[config.mk]
export PLATFORM = sky130hd
export DESIGN_NAME = hazard_ctrl
export DESIGN_NICKNAME = d
export VERILOG_FILES = /design/src/rtl/hazard_ctrl.sv
export SDC_FILE = /design/constraint.sdc
export NUM_CORES = 1
export LEC_CHECK = 0
export CORE_MARGIN = 4
export CORE_UTILIZATION = 35
export DETAILED_ROUTE_END_ITERATION = 8
export PLACE_DENSITY = 0.75
export SLEW_MARGIN = 40
export SYNTH_ARGS = -nofsm -noshare
export SYNTH_HDL_FRONTEND = slang
export SYNTH_SLANG_ARGS = --single-unit
[constraint.sdc]
create_clock -name clk -period 1.76 [get_ports clk]
set_input_delay 0.176 -clock clk [delete_from_list [all_inputs] [get_ports clk]]
set_output_delay 0.176 -clock clk [all_outputs]
set_load 0.01 [all_outputs]
[src/rtl/hazard_ctrl.sv]
// Stall/flush/redirect sequencer for the 5-stage pipeline: load-use, jr operand, branch, jump and IRQ entry.
// Optional build macro HAZARD_STATS_EN adds saturating stall_cnt/flush_cnt statistics outputs.
module hazard_ctrl #(
   parameter int LOAD_STALL = 1,
   parameter int IRQ_SYNC   = 2
) (
   input  logic       clk,
   input  logic       reset_b,
   input  logic [4:0] id_rs,
   input  logic [4:0] id_rt,
   input  logic       id_uses_rt,
   input  logic       id_jump,
   input  logic       id_jr,
   input  logic       ex_memread,
   input  logic       ex_regwrite,
   input  logic [4:0] ex_writereg,
   input  logic       mem_memread,
   input  logic [4:0] mem_writereg,
   input  logic       ex_branch_taken,
   input  logic       irq,
   input  logic       irq_mask,
   output logic       pc_write,
   output logic       if_id_write,
   output logic       if_id_flush,
   output logic       id_ex_flush,
   output logic [1:0] pc_sel,
   output logic       epc_write,
   output logic       irq_ack,
   output logic [1:0] state
`ifdef HAZARD_STATS_EN
   ,
   output logic [15:0] stall_cnt,
   output logic [15:0] flush_cnt
`endif
);

   typedef enum logic [1:0] {
      RUN      = 2'd0,
      STALL    = 2'd1,
      IRQ_WAIT = 2'd2,
      IRQ_TAKE = 2'd3
   } state_t;

   localparam logic [1:0] SEL_PC4 = 2'd0;
   localparam logic [1:0] SEL_BR  = 2'd1;
   localparam logic [1:0] SEL_JMP = 2'd2;
   localparam logic [1:0] SEL_VEC = 2'd3;

   state_t              cur_state;
   state_t              nxt_state;
   logic [2:0]          stall_ctr;
   logic [2:0]          stall_ctr_nxt;
   logic [IRQ_SYNC-1:0] irq_sync;
   logic                irq_armed;
   logic                lu;
   logic                jrh;
   logic                irq_s;
   logic                irq_req;

   assign lu = ex_memread && (ex_writereg != 5'd0) &&
               ((ex_writereg == id_rs) || (id_uses_rt && (ex_writereg == id_rt)));

   assign jrh = id_jr && (id_rs != 5'd0) &&
                ((ex_regwrite && (ex_writereg == id_rs)) ||
                 (mem_memread && (mem_writereg == id_rs)));

   assign irq_s   = irq_sync[IRQ_SYNC-1] & ~irq_mask;
   assign irq_req = irq_s & irq_armed;
   assign state   = cur_state;

   // NOTE: sequential state uses non-blocking (<=) so every flop samples pre-edge values.
   always_ff @(posedge clk or negedge reset_b) begin
      if (!reset_b) begin
         irq_sync <= '0;
      end else begin
         irq_sync[0] <= irq;
         for (int i = 1; i < IRQ_SYNC; i++) begin
            irq_sync[i] <= irq_sync[i-1];
         end
      end
   end

   // One interrupt per irq_s pulse: disarm on acknowledge, re-arm only once irq_s is seen low.
   always_ff @(posedge clk or negedge reset_b) begin
      if (!reset_b) begin
         irq_armed <= 1'b0;
      end else if (irq_ack) begin
         irq_armed <= 1'b0;
      end else if (!irq_s) begin
         irq_armed <= 1'b1;
      end
   end

   always_ff @(posedge clk or negedge reset_b) begin
      if (!reset_b) begin
         cur_state <= RUN;
         stall_ctr <= 3'd0;
      end else begin
         cur_state <= nxt_state;
         stall_ctr <= stall_ctr_nxt;
      end
   end

   // NOTE: every always_comb output gets a default first, so no path can infer a latch.
   always_comb begin
      nxt_state     = cur_state;
      stall_ctr_nxt = stall_ctr;
      if (ex_branch_taken) begin
         // A taken branch always wins; a pending interrupt is deferred so EPC is the target.
         stall_ctr_nxt = 3'd0;
         if ((cur_state == IRQ_TAKE) || (cur_state == IRQ_WAIT) ||
             ((cur_state == RUN) && irq_req)) begin
            nxt_state = IRQ_WAIT;
         end else begin
            nxt_state = RUN;
         end
      end else begin
         case (cur_state)
            RUN: begin
               if (irq_req) begin
                  nxt_state = IRQ_TAKE;
               end else if (!jrh && lu && (LOAD_STALL > 1)) begin
                  nxt_state     = STALL;
                  stall_ctr_nxt = 3'(LOAD_STALL - 1);
               end
            end
            STALL: begin
               stall_ctr_nxt = stall_ctr - 3'd1;
               if (stall_ctr == 3'd1) begin
                  nxt_state = RUN;
               end
            end
            IRQ_WAIT: nxt_state = IRQ_TAKE;
            IRQ_TAKE: nxt_state = RUN;
            default:  nxt_state = RUN;
         endcase
      end
   end

   always_comb begin
      pc_write    = 1'b1;
      if_id_write = 1'b1;
      if_id_flush = 1'b0;
      id_ex_flush = 1'b0;
      pc_sel      = SEL_PC4;
      epc_write   = 1'b0;
      irq_ack     = 1'b0;
      if (!reset_b) begin
         pc_write    = 1'b0;
         if_id_write = 1'b0;
         if_id_flush = 1'b1;
         id_ex_flush = 1'b1;
      end else if (ex_branch_taken) begin
         pc_sel      = SEL_BR;
         if_id_flush = 1'b1;
         id_ex_flush = 1'b1;
      end else begin
         case (cur_state)
            RUN: begin
               if (irq_req) begin
                  pc_sel = SEL_PC4;
               end else if (jrh || lu) begin
                  pc_write    = 1'b0;
                  if_id_write = 1'b0;
                  id_ex_flush = 1'b1;
               end else if (id_jump || id_jr) begin
                  pc_sel      = SEL_JMP;
                  if_id_flush = 1'b1;
               end
            end
            STALL: begin
               pc_write    = 1'b0;
               if_id_write = 1'b0;
               id_ex_flush = 1'b1;
            end
            IRQ_WAIT: pc_sel = SEL_PC4;
            IRQ_TAKE: begin
               epc_write   = 1'b1;
               irq_ack     = 1'b1;
               pc_sel      = SEL_VEC;
               if_id_flush = 1'b1;
               id_ex_flush = 1'b1;
            end
            default: pc_sel = SEL_PC4;
         endcase
      end
   end

`ifdef HAZARD_STATS_EN
   always_ff @(posedge clk or negedge reset_b) begin
      if (!reset_b) begin
         stall_cnt <= 16'd0;
         flush_cnt <= 16'd0;
      end else begin
         if (!pc_write && (stall_cnt != 16'hFFFF)) begin
            stall_cnt <= stall_cnt + 16'd1;
         end
         if (if_id_flush && (flush_cnt != 16'hFFFF)) begin
            flush_cnt <= flush_cnt + 16'd1;
         end
      end
   end
`endif

endmodule

==> tab_implementation.tex, run 1 <==
\begin{tabular}{lr}
\hline
Metric & Value \\
\hline
\multicolumn{2}{l}{\textbf{Outcome}} \\
\quad Result of the run & finished with violations \\
\quad Failing checks & setup timing \\
\multicolumn{2}{l}{\textbf{Route}} \\
\quad Final WL & 2770 um \\
\quad Drt wl/cell & $\sim$15 um \\
\quad Drt first pass iters & 4 \\
\quad Number of DRC violations after detailed routing & 0 \\
\quad Drt via density & around 5.0 \\
\quad Number of routed nets with antenna violations & 0 \\
\quad Count of routing violations after the opening detailed-route iteration & 6 \\
\quad Count of vias placed by the detailed router & 910 \\
\multicolumn{2}{l}{\textbf{Pwr}} \\
\quad Max rail drop VDD & roughly 0.76 mV \\
\quad Leakage component of the power & 0.000672 uW \\
\quad Power per unit of standard cell area & roughly 920 nW/um\^{}2 \\
\multicolumn{2}{l}{\textbf{CTS}} \\
\quad Clock slew at the register clock pins of the worst setup and hold paths & 0.05 ns \\
\quad Num CTS Buffers & 3 \\
\quad Clock tree from TritonCTS & built \\
\quad Later-pin clock latency in the skew report & around 0.25 ns \\
\quad Quantity of hold-fixing buffers added after cts & 0 \\
\quad Number of clock sinks & 8 \\
\quad H-Tree Depth & 1 \\
\quad Root Buffer Master & clkbuf\_4 \\
\quad Maximum number of buffers from clock root to sink & 2 \\
\multicolumn{2}{l}{\textbf{Cells and area}} \\
\quad Total number of nets in the final design & around 190 \\
\quad N\_diodes & 0 \\
\quad Final-layout fill cell count & around 150 \\
\quad Final Non-Filler Cells & about 180 \\
\quad Share of cells above drive strength 1 & 49.7\% \\
\quad Area growth syn-to-layout & 97.1\% \\
\multicolumn{2}{l}{\textbf{Floorplanning}} \\
\quad Starting Density & a little under two fifths \\
\quad Number of top-level design ports & between 40 and 50 \\
\quad Cell Rows & 16 \\
\quad Die H & about 55 um \\
\quad DIE AREA & between 3000 and 4000 sq um \\
\quad Width of the die & around 55 um \\
\quad Area inside the core boundary & about 2000 sq um \\
\multicolumn{2}{l}{\textbf{Critical path}} \\
\quad Required time at the worst-slack endpoint & 1.58 ns \\
\quad Crit-path max cell delay & $\sim$0.56 ns \\
\quad Launching instance or port of the critical path & id\_rs[3] \\
\quad Buffer and inverter count on the worst path & 2 \\
\quad Critical path's slowest cell & or4\_4 \\
\quad Reg2reg path depth & 8 \\
\quad Critical path endpoint & pc\_sel[1] \\
\quad Cell chain of the critical path & buf\_6, or4\_4, o21ai\_2, nor3\_4, a2111oi\_4, a22o\_1, buf\_2 \\
\quad Reg2reg end & state[1] \\
\quad Category of cells accounting for the largest share of critical-path delay & compound AO/OA/AOI/OAI gates \\
\quad Critical Path Fanout Max & 2 \\
\quad Reg2Reg Setup Slack & about 0.21 ns \\
\quad Startpoint type of the worst setup path & primary input \\
\quad Startpoint of the worst register-to-register path & state[1] \\
\quad Crit path depth & 7 \\
\quad Category of the most critical setup path & in -> out \\
\quad Worst path arrival time & 1.74 ns \\
\quad Crit end category & primary output \\
\multicolumn{2}{l}{\textbf{Timing}} \\
\quad Final hold violations & 0 \\
\quad Min Tclk post-route & about 1.9 ns \\
\quad Final sum of negative setup slack & -0.466 ns \\
\quad Post-route clock period utilization & 109\% \\
\quad Max Transition Viols Final & 0 \\
\quad Highest Clock Rate & 522 MHz \\
\quad Min setup slack post-route & -0.155 ns \\
\quad Unrepaired setup endpoints after global routing & true \\
\quad Worst Max-Slew Pin Slew & roughly 0.38 ns \\
\quad Worst-case clock skew & 0.000444 ns \\
\quad Count of final setup violators & 5 \\
\quad Slew margin rel. & about three quarters \\
\multicolumn{2}{l}{\textbf{Hold path}} \\
\quad Hold Crit Class & in -> async \\
\multicolumn{2}{l}{\textbf{Placement}} \\
\quad Last weighted congestion value of the routability-driven placer & a little under 0.8 \\
\quad Pre-CTS setup slack & -0.968 ns \\
\quad Cell count after placement & 177 \\
\quad HPWL reported at the end of detailed placement & 2100 um \\
\quad Count of buffers inserted at the top-level ports & 40 \\
\multicolumn{2}{l}{\textbf{GRT}} \\
\quad Total congestion overflow & 0 \\
\quad First-pass GRT wire length & between 4000 and 5000 um \\
\quad Antenna violations before repair & 0 \\
\quad Total routing resource utilization after global routing & 19.2\% \\
\quad Largest net degree at the start of global routing & 11 \\
\quad Via count of the first global-routing pass & roughly 1.0k \\
\multicolumn{2}{l}{\textbf{Synth}} \\
\quad Cell area after synthesis & between 700 and 800 sq um \\
\quad Count of different cell masters after synthesis & 36 \\
\quad Part of the Yosys area used for sequential elements & between 20\% and 30\% \\
\quad Number of warnings reported in the yosys synthesis log & 0 \\
\quad Post-synth net total & around 120 \\
\quad Number of instances in the synthesized netlist & 84 \\
\quad Flops \& latches, synth & 8 \\
\quad Average size of a mapped cell & roughly 9 sq um \\
\multicolumn{2}{l}{\textbf{Flow run}} \\
\quad Total of max-cap violations & 0 \\
\hline
\end{tabular}
worst register-to-register path: cells and delay by family, from the launching register on:
family                   cells  cell delay [ns]
AO/OA/AOI/OAI                2             0.36
AND/OR/NAND/NOR              1             0.05
adder cells (fa/ha/maj)      1             0.16
flip-flops                   1             0.39
buffers and inverters        4             0.46
routing by layer:
layer	part of all wire, %	wire, um	global-route usage [%]
met3	11	292	5.90
met5	0	0	0
met2	53	1480	37.8
met1	34	946	16.8
met4	1.9	53	10.9
flip-flops by register name, indices dropped and copies added, names as in the netlist:
name	cells
irq_armed	1
stall_ctr	3
state	2
irq_sync	2
area by class of cell:
cell class	count	area, sq um	area share (%)
multi-input combinational	67	683	44.7
timing repair buffer	71	564	36.9
sequential	8	200	13.1
tap	27	33.8	2.21
inverter	6	25.0	1.64
clock buffer	3	22.5	1.47
through the flow:
step           cell area (sq um)  hold slack (ns)  power, uW  util [%]
6_report                    1530            0.251       1410      74.9
5_1_grt                     1530            0.252       1540      74.9
4_1_cts                     1480            0.243       1390      72.4
3_5_place_dp                1410            0.346       1100      69.0
3_3_place_gp                1410            0.335       1070      69.0
2_1_floorplan                776           -0.120        627         -
repair_timing:
item,CTS,global route
gates cloned,0,0
setup endpoints to repair,8,5
gates resized for setup,100,11
pin swaps,19,10
buffers inserted,2,0
worst min-delay path by stage:
stage / from / to / slack, ns
2_1_floorplan: reset_b / irq_armed / -0.12
3_3_place_gp: irq_sync[0] / irq_sync[1] / 0.34
3_5_place_dp: irq_sync[0] / irq_sync[1] / 0.35
4_1_cts: reset_b / state[0] / 0.24
5_1_grt: reset_b / state[0] / 0.25
6_report: reset_b / state[0] / 0.25
report_power, final:
part           leakage [uW]  switching, uW  total, uW  internal (uW)
sequential        0.0000968           33.3        266            233
clock             0.0000138           62.9        141           78.1
combinational      0.000562            451       1010            556
total              0.000672            547       1410            867
layout by cell type (no fill, tap or decap), types with 2 or more instances in the layout:
cell type	n
ha_4	2
inv_2	2
or4_4	2
xnor2_1	7
buf_4	30
xnor2_2	3
clkdlybuf4s15_2	2
nor2_1	6
o21a_1	3
a2111oi_4	2
ha_1	3
dfrtp_1	8
dlygate4sd2_1	11
clkbuf_4	3
buf_6	4
inv_1	3
nand3b_1	2
buf_2	12
xor2_1	7
clkdlybuf4s50_1	11
nand2_1	5
cells by family (layout without fill, tap and decap cells):
group | count (synthesis) | count (layout) | synth area share (%)
xor+xnor | 17 | 17 | 19.2
mux | 1 | 1 | 1.45
flops | 8 | 8 | 25.8
fa+ha+maj | 6 | 6 | 9.68
buf+inv | 9 | 80 | 5.32
simple gates | 26 | 26 | 19.4
compound gates | 17 | 17 | 19.2
synth_stat cells, drive strengths merged:
cell / n / area (sq um)
clkbuf: 1 / 3.75
xor2: 7 / 61.3
or3b: 1 / 8.76
nor2b: 1 / 6.26
nor3: 1 / 5.00
o31ai: 1 / 7.51
nand2: 5 / 18.8
a31oi: 1 / 6.26
o21a: 3 / 22.5
o2111ai: 1 / 8.76
a22oi: 1 / 7.51
buf: 2 / 15.0
nand4: 1 / 6.26
a22o: 1 / 8.76
nor4: 1 / 6.26
nor3b: 1 / 7.51
nand3b: 2 / 15.0
a221oi: 1 / 8.76
o211ai: 1 / 12.5
xnor2: 10 / 87.6
nand4b: 1 / 8.76
nand3: 1 / 5.00
mux2: 1 / 11.3
nor2: 7 / 26.3
and3: 1 / 11.3
or4: 2 / 18.8
ha: 6 / 75.1
dfrtp: 8 / 200
inv: 6 / 22.5
a2111oi: 2 / 30.0
a211oi: 1 / 7.51
o21ai: 3 / 18.8
and2: 1 / 6.26
o311a: 1 / 10.0
(Power assumes the default switching activity.)
==> run 2: changes to the inputs <==
--- a/config.mk
+++ b/config.mk
@@ -9,7 +9,9 @@
 export CORE_UTILIZATION = 35
 export DETAILED_ROUTE_END_ITERATION = 8
 export PLACE_DENSITY = 0.75
+export SKIP_LAST_GASP = 1
 export SLEW_MARGIN = 40
 export SYNTH_ARGS = -nofsm -noshare
 export SYNTH_HDL_FRONTEND = slang
 export SYNTH_SLANG_ARGS = --single-unit
+export TNS_END_PERCENT = 5
==> constraint.sdc (replaced) <==
create_clock -name clk -period 1.76 [get_ports clk]
set_input_delay 0.176 -clock clk [delete_from_list [all_inputs] [get_ports clk]]
set_output_delay 0.176 -clock clk [all_outputs]
set_load 0.05 [all_outputs]
==> run 2 against run 1 <==
Design area is 3.8% higher. Critical endpoint is now id_ex_flush. Die area stayed put. The run still ends with setup timing left. Maximum frequency is 3.9% lower. Clock skew hardly changed. Combinational power is 9.9% higher. Core utilization is 2.8 points higher. Critical path depth is 1 higher. Flip-flop and latch count stayed put. Largest power group unchanged. Non-clock buffer count is 8 lower. Power is 7.0% higher. Clock power is 4% lower.
==> tab_implementation.tex, run 2 (synthesized netlist as in run 1, its figures left out) <==
\begin{tabular}{lr}
\hline
Metric & Value \\
\hline
\multicolumn{2}{l}{\textbf{Outcome}} \\
\quad Result of the run & finished with violations \\
\quad Failing checks & setup timing \\
\multicolumn{2}{l}{\textbf{Pwr}} \\
\quad Reg power frac & around 18\% \\
\quad Overall power of the completed layout & 1510 uW \\
\quad Max rail drop VDD & approximately 0.84 mV \\
\quad Switching share of power & about 45\% \\
\quad Leakage component of the power & about 0.00067 uW \\
\quad Combinational group share of total power & roughly 73\% \\
\quad Share of total power in the clock network & under 10\% \\
\quad Net switching power & just under 700 uW \\
\quad Power per unit of standard cell area & roughly 950 nW/um\^{}2 \\
\quad Total internal power & about 840 uW \\
\multicolumn{2}{l}{\textbf{Critical path}} \\
\quad Crit-path max cell delay & about 0.57 ns \\
\quad Cell chain of the critical path & buf\_6, or4\_4, o211ai\_4, a2111oi\_4, a211oi\_4, buf\_4, o31ai\_4, buf\_12 \\
\quad Launching instance or port of the critical path & id\_rs[2] \\
\quad Startpoint of the worst register-to-register path & state[0] \\
\quad Worst path arrival time & between 1.5 and 2 ns \\
\quad Reg2reg path depth & 7 \\
\quad Crit end category & primary output \\
\quad Category of the most critical setup path & in -> out \\
\quad Critical path's slowest cell & or4\_4 \\
\quad Reg2Reg Setup Slack & 0.22 ns \\
\quad Reg2reg end & state[1] \\
\quad Critical Path Fanout Max & 2 \\
\quad Startpoint type of the worst setup path & primary input \\
\quad Required time at the worst-slack endpoint & $\sim$1.6 ns \\
\multicolumn{2}{l}{\textbf{Cells and area}} \\
\quad Final design area excluding fillers & approximately 1600 sq um \\
\quad Share of cells above drive strength 1 & between 40\% and 50\% \\
\quad Final-layout fill cell count & 148 \\
\quad Footprint of the multi-input gates & a little under 700 sq um \\
\quad Total number of nets in the final design & roughly 190 \\
\quad Core Util, Final & between 70 and 80\% \\
\quad Flip-flop count of the largest register after layout & 3 \\
\quad N\_diodes & 0 \\
\quad Final Non-Filler Cells & around 170 \\
\quad Area growth syn-to-layout & 105\% \\
\quad Largest Register & stall\_ctr \\
\quad Most used cells in the layout excluding fill and tap cells & buf\_4, dlygate4sd2\_1, xnor2\_1, clkdlybuf4s50\_1, buf\_12 \\
\quad Leading cell type in the layout, fill and taps excluded & buf\_4 \\
\quad Register area & 203 sq um \\
\multicolumn{2}{l}{\textbf{Timing}} \\
\quad Worst-case clock skew & roughly 0.00093 ns \\
\quad Min setup slack post-route & -0.233 ns \\
\quad Min Tclk post-route & approximately 2 ns \\
\quad Count of final setup violators & 5 \\
\quad Highest Clock Rate & roughly 500 MHz \\
\quad Worst Max-Slew Pin Slew & around 0.45 ns \\
\quad Post-route clock period utilization & 113\% \\
\quad Final hold violations & 0 \\
\quad Max Transition Viols Final & 0 \\
\quad Unrepaired setup endpoints after global routing & true \\
\quad Slew margin rel. & about 70\% \\
\quad Worst slack on hold paths & 0.249 ns \\
\multicolumn{2}{l}{\textbf{Route}} \\
\quad Count of vias placed by the detailed router & slightly below 900 \\
\quad Drt wl/cell & between 10 and 15 um \\
\quad Final WL & between 2000 and 3000 um \\
\quad Number of DRC violations after detailed routing & 0 \\
\quad Drt first pass iters & 4 \\
\quad Count of routing violations after the opening detailed-route iteration & 6 \\
\quad Drt via density & $\sim$5 \\
\quad Number of routed nets with antenna violations & 0 \\
\multicolumn{2}{l}{\textbf{CTS}} \\
\quad H-Tree Depth & 1 \\
\quad Num CTS Buffers & 3 \\
\quad Clock tree from TritonCTS & built \\
\quad Quantity of hold-fixing buffers added after cts & 0 \\
\quad Root Buffer Master & clkbuf\_4 \\
\quad Clock slew at the register clock pins of the worst setup and hold paths & about 0.050 ns \\
\quad Number of clock sinks & 8 \\
\quad Maximum number of buffers from clock root to sink & 2 \\
\quad Later-pin clock latency in the skew report & roughly 0.25 ns \\
\multicolumn{2}{l}{\textbf{GRT}} \\
\quad Total routing resource utilization after global routing & $\sim$20\% \\
\quad Largest net degree at the start of global routing & 11 \\
\quad Via count of the first global-routing pass & between 1k and 1.5k \\
\quad Total congestion overflow & 0 \\
\quad Antenna violations before repair & 0 \\
\quad First-pass GRT wire length & 4330 um \\
\multicolumn{2}{l}{\textbf{Placement}} \\
\quad Placed instance area & 1440 sq um \\
\quad Cell count after placement & roughly 170 \\
\quad HPWL reported at the end of detailed placement & 2020 um \\
\quad Count of buffers inserted at the top-level ports & 40 \\
\quad Last weighted congestion value of the routability-driven placer & just over 0.8 \\
\multicolumn{2}{l}{\textbf{Flow run}} \\
\quad Total of max-cap violations & 0 \\
\multicolumn{2}{l}{\textbf{Floorplanning}} \\
\quad Die H & 55.1 um \\
\quad Width of the die & 55.1 um \\
\quad Number of top-level design ports & slightly above 40 \\
\quad DIE AREA & slightly above 3000 sq um \\
\quad Area inside the core boundary & between 2000 and 2500 sq um \\
\quad Starting Density & a little under two fifths \\
\quad Cell Rows & 16 \\
\multicolumn{2}{l}{\textbf{Hold path}} \\
\quad Hold Crit Class & in -> async \\
\hline
\end{tabular}
-- run 2: cell count changes in the layout (fill, tap and decap cells not counted), moves of 2 or more --
cell,change
buf_2,-6
buf_4,-6
ha_1,+2
buf_6,-2
dfrtp_2,+2
clkdlybuf4s50_1,-3
dfrtp_1,-2
buf_12,+8
-- run 2: worst max-delay path: cells and delay by family --
family,cells,cell delay (ns)
compound gates,4,0.65
simple gates,1,0.57
buf+inv,3,0.41
-- run 2: power by group through the flow --
stage | sequential [uW] | clock, uW | combinational (uW)
final | 267 | 135 | 1110
after global routing | 276 | 155 | 1200
after CTS | 267 | 146 | 1110
after detailed placement | 270 | 0 | 974
after global placement | 267 | 0 | 949
after floorplan | 356 | 0 | 476
-- run 2: how the worst max path moves through the flow --
stage	cells after the start	slack [ns]	end
3_3_place_gp	7	-0.57	pc_sel[1]
5_1_grt	7	-0.31	pc_sel[1]
3_5_place_dp	7	-0.64	pc_sel[1]
2_1_floorplan	5	-0.18	if_id_flush
4_1_cts	7	-0.23	pc_write
6_report	8	-0.23	id_ex_flush
-- run 2: metrics by stage --
| step | setup slack [ns] | setup TNS, ns |
|---|---|---|
| 2_1_floorplan | -0.177 | -0.645 |
| 3_3_place_gp | -0.569 | -2.69 |
| 3_5_place_dp | -0.635 | -2.96 |
| 4_1_cts | -0.231 | -1.13 |
| 5_1_grt | -0.306 | -1.52 |
| 6_report | -0.233 | -1.12 |
-- run 2: repair_timing --
item | CTS | global route
setup buffers | 5 | 0
pin swaps | 26 | 3
resized for setup | 69 | 0
setup endpoints to repair | 5 | 7
-- run 2: layout make-up --
| cell class | count | share of cell area, % |
|---|---|---|
| Multi-Input combinational cell | 67 | 43.5 |
| Timing Repair Buffer | 63 | 38.6 |
| Sequential cell | 8 | 12.8 |
| Tap cell | 27 | 2.13 |
| Inverter | 6 | 1.58 |
| Clock buffer | 3 | 1.42 |
-- run 2: layer usage --
layer	wire [um]	vias up	GRT usage (%)
met5	0	-	0
met2	1390	38	40.2
li1	-	425	-
met3	190	8	3.75
met1	973	423	20.9
met4	56	0	6.07
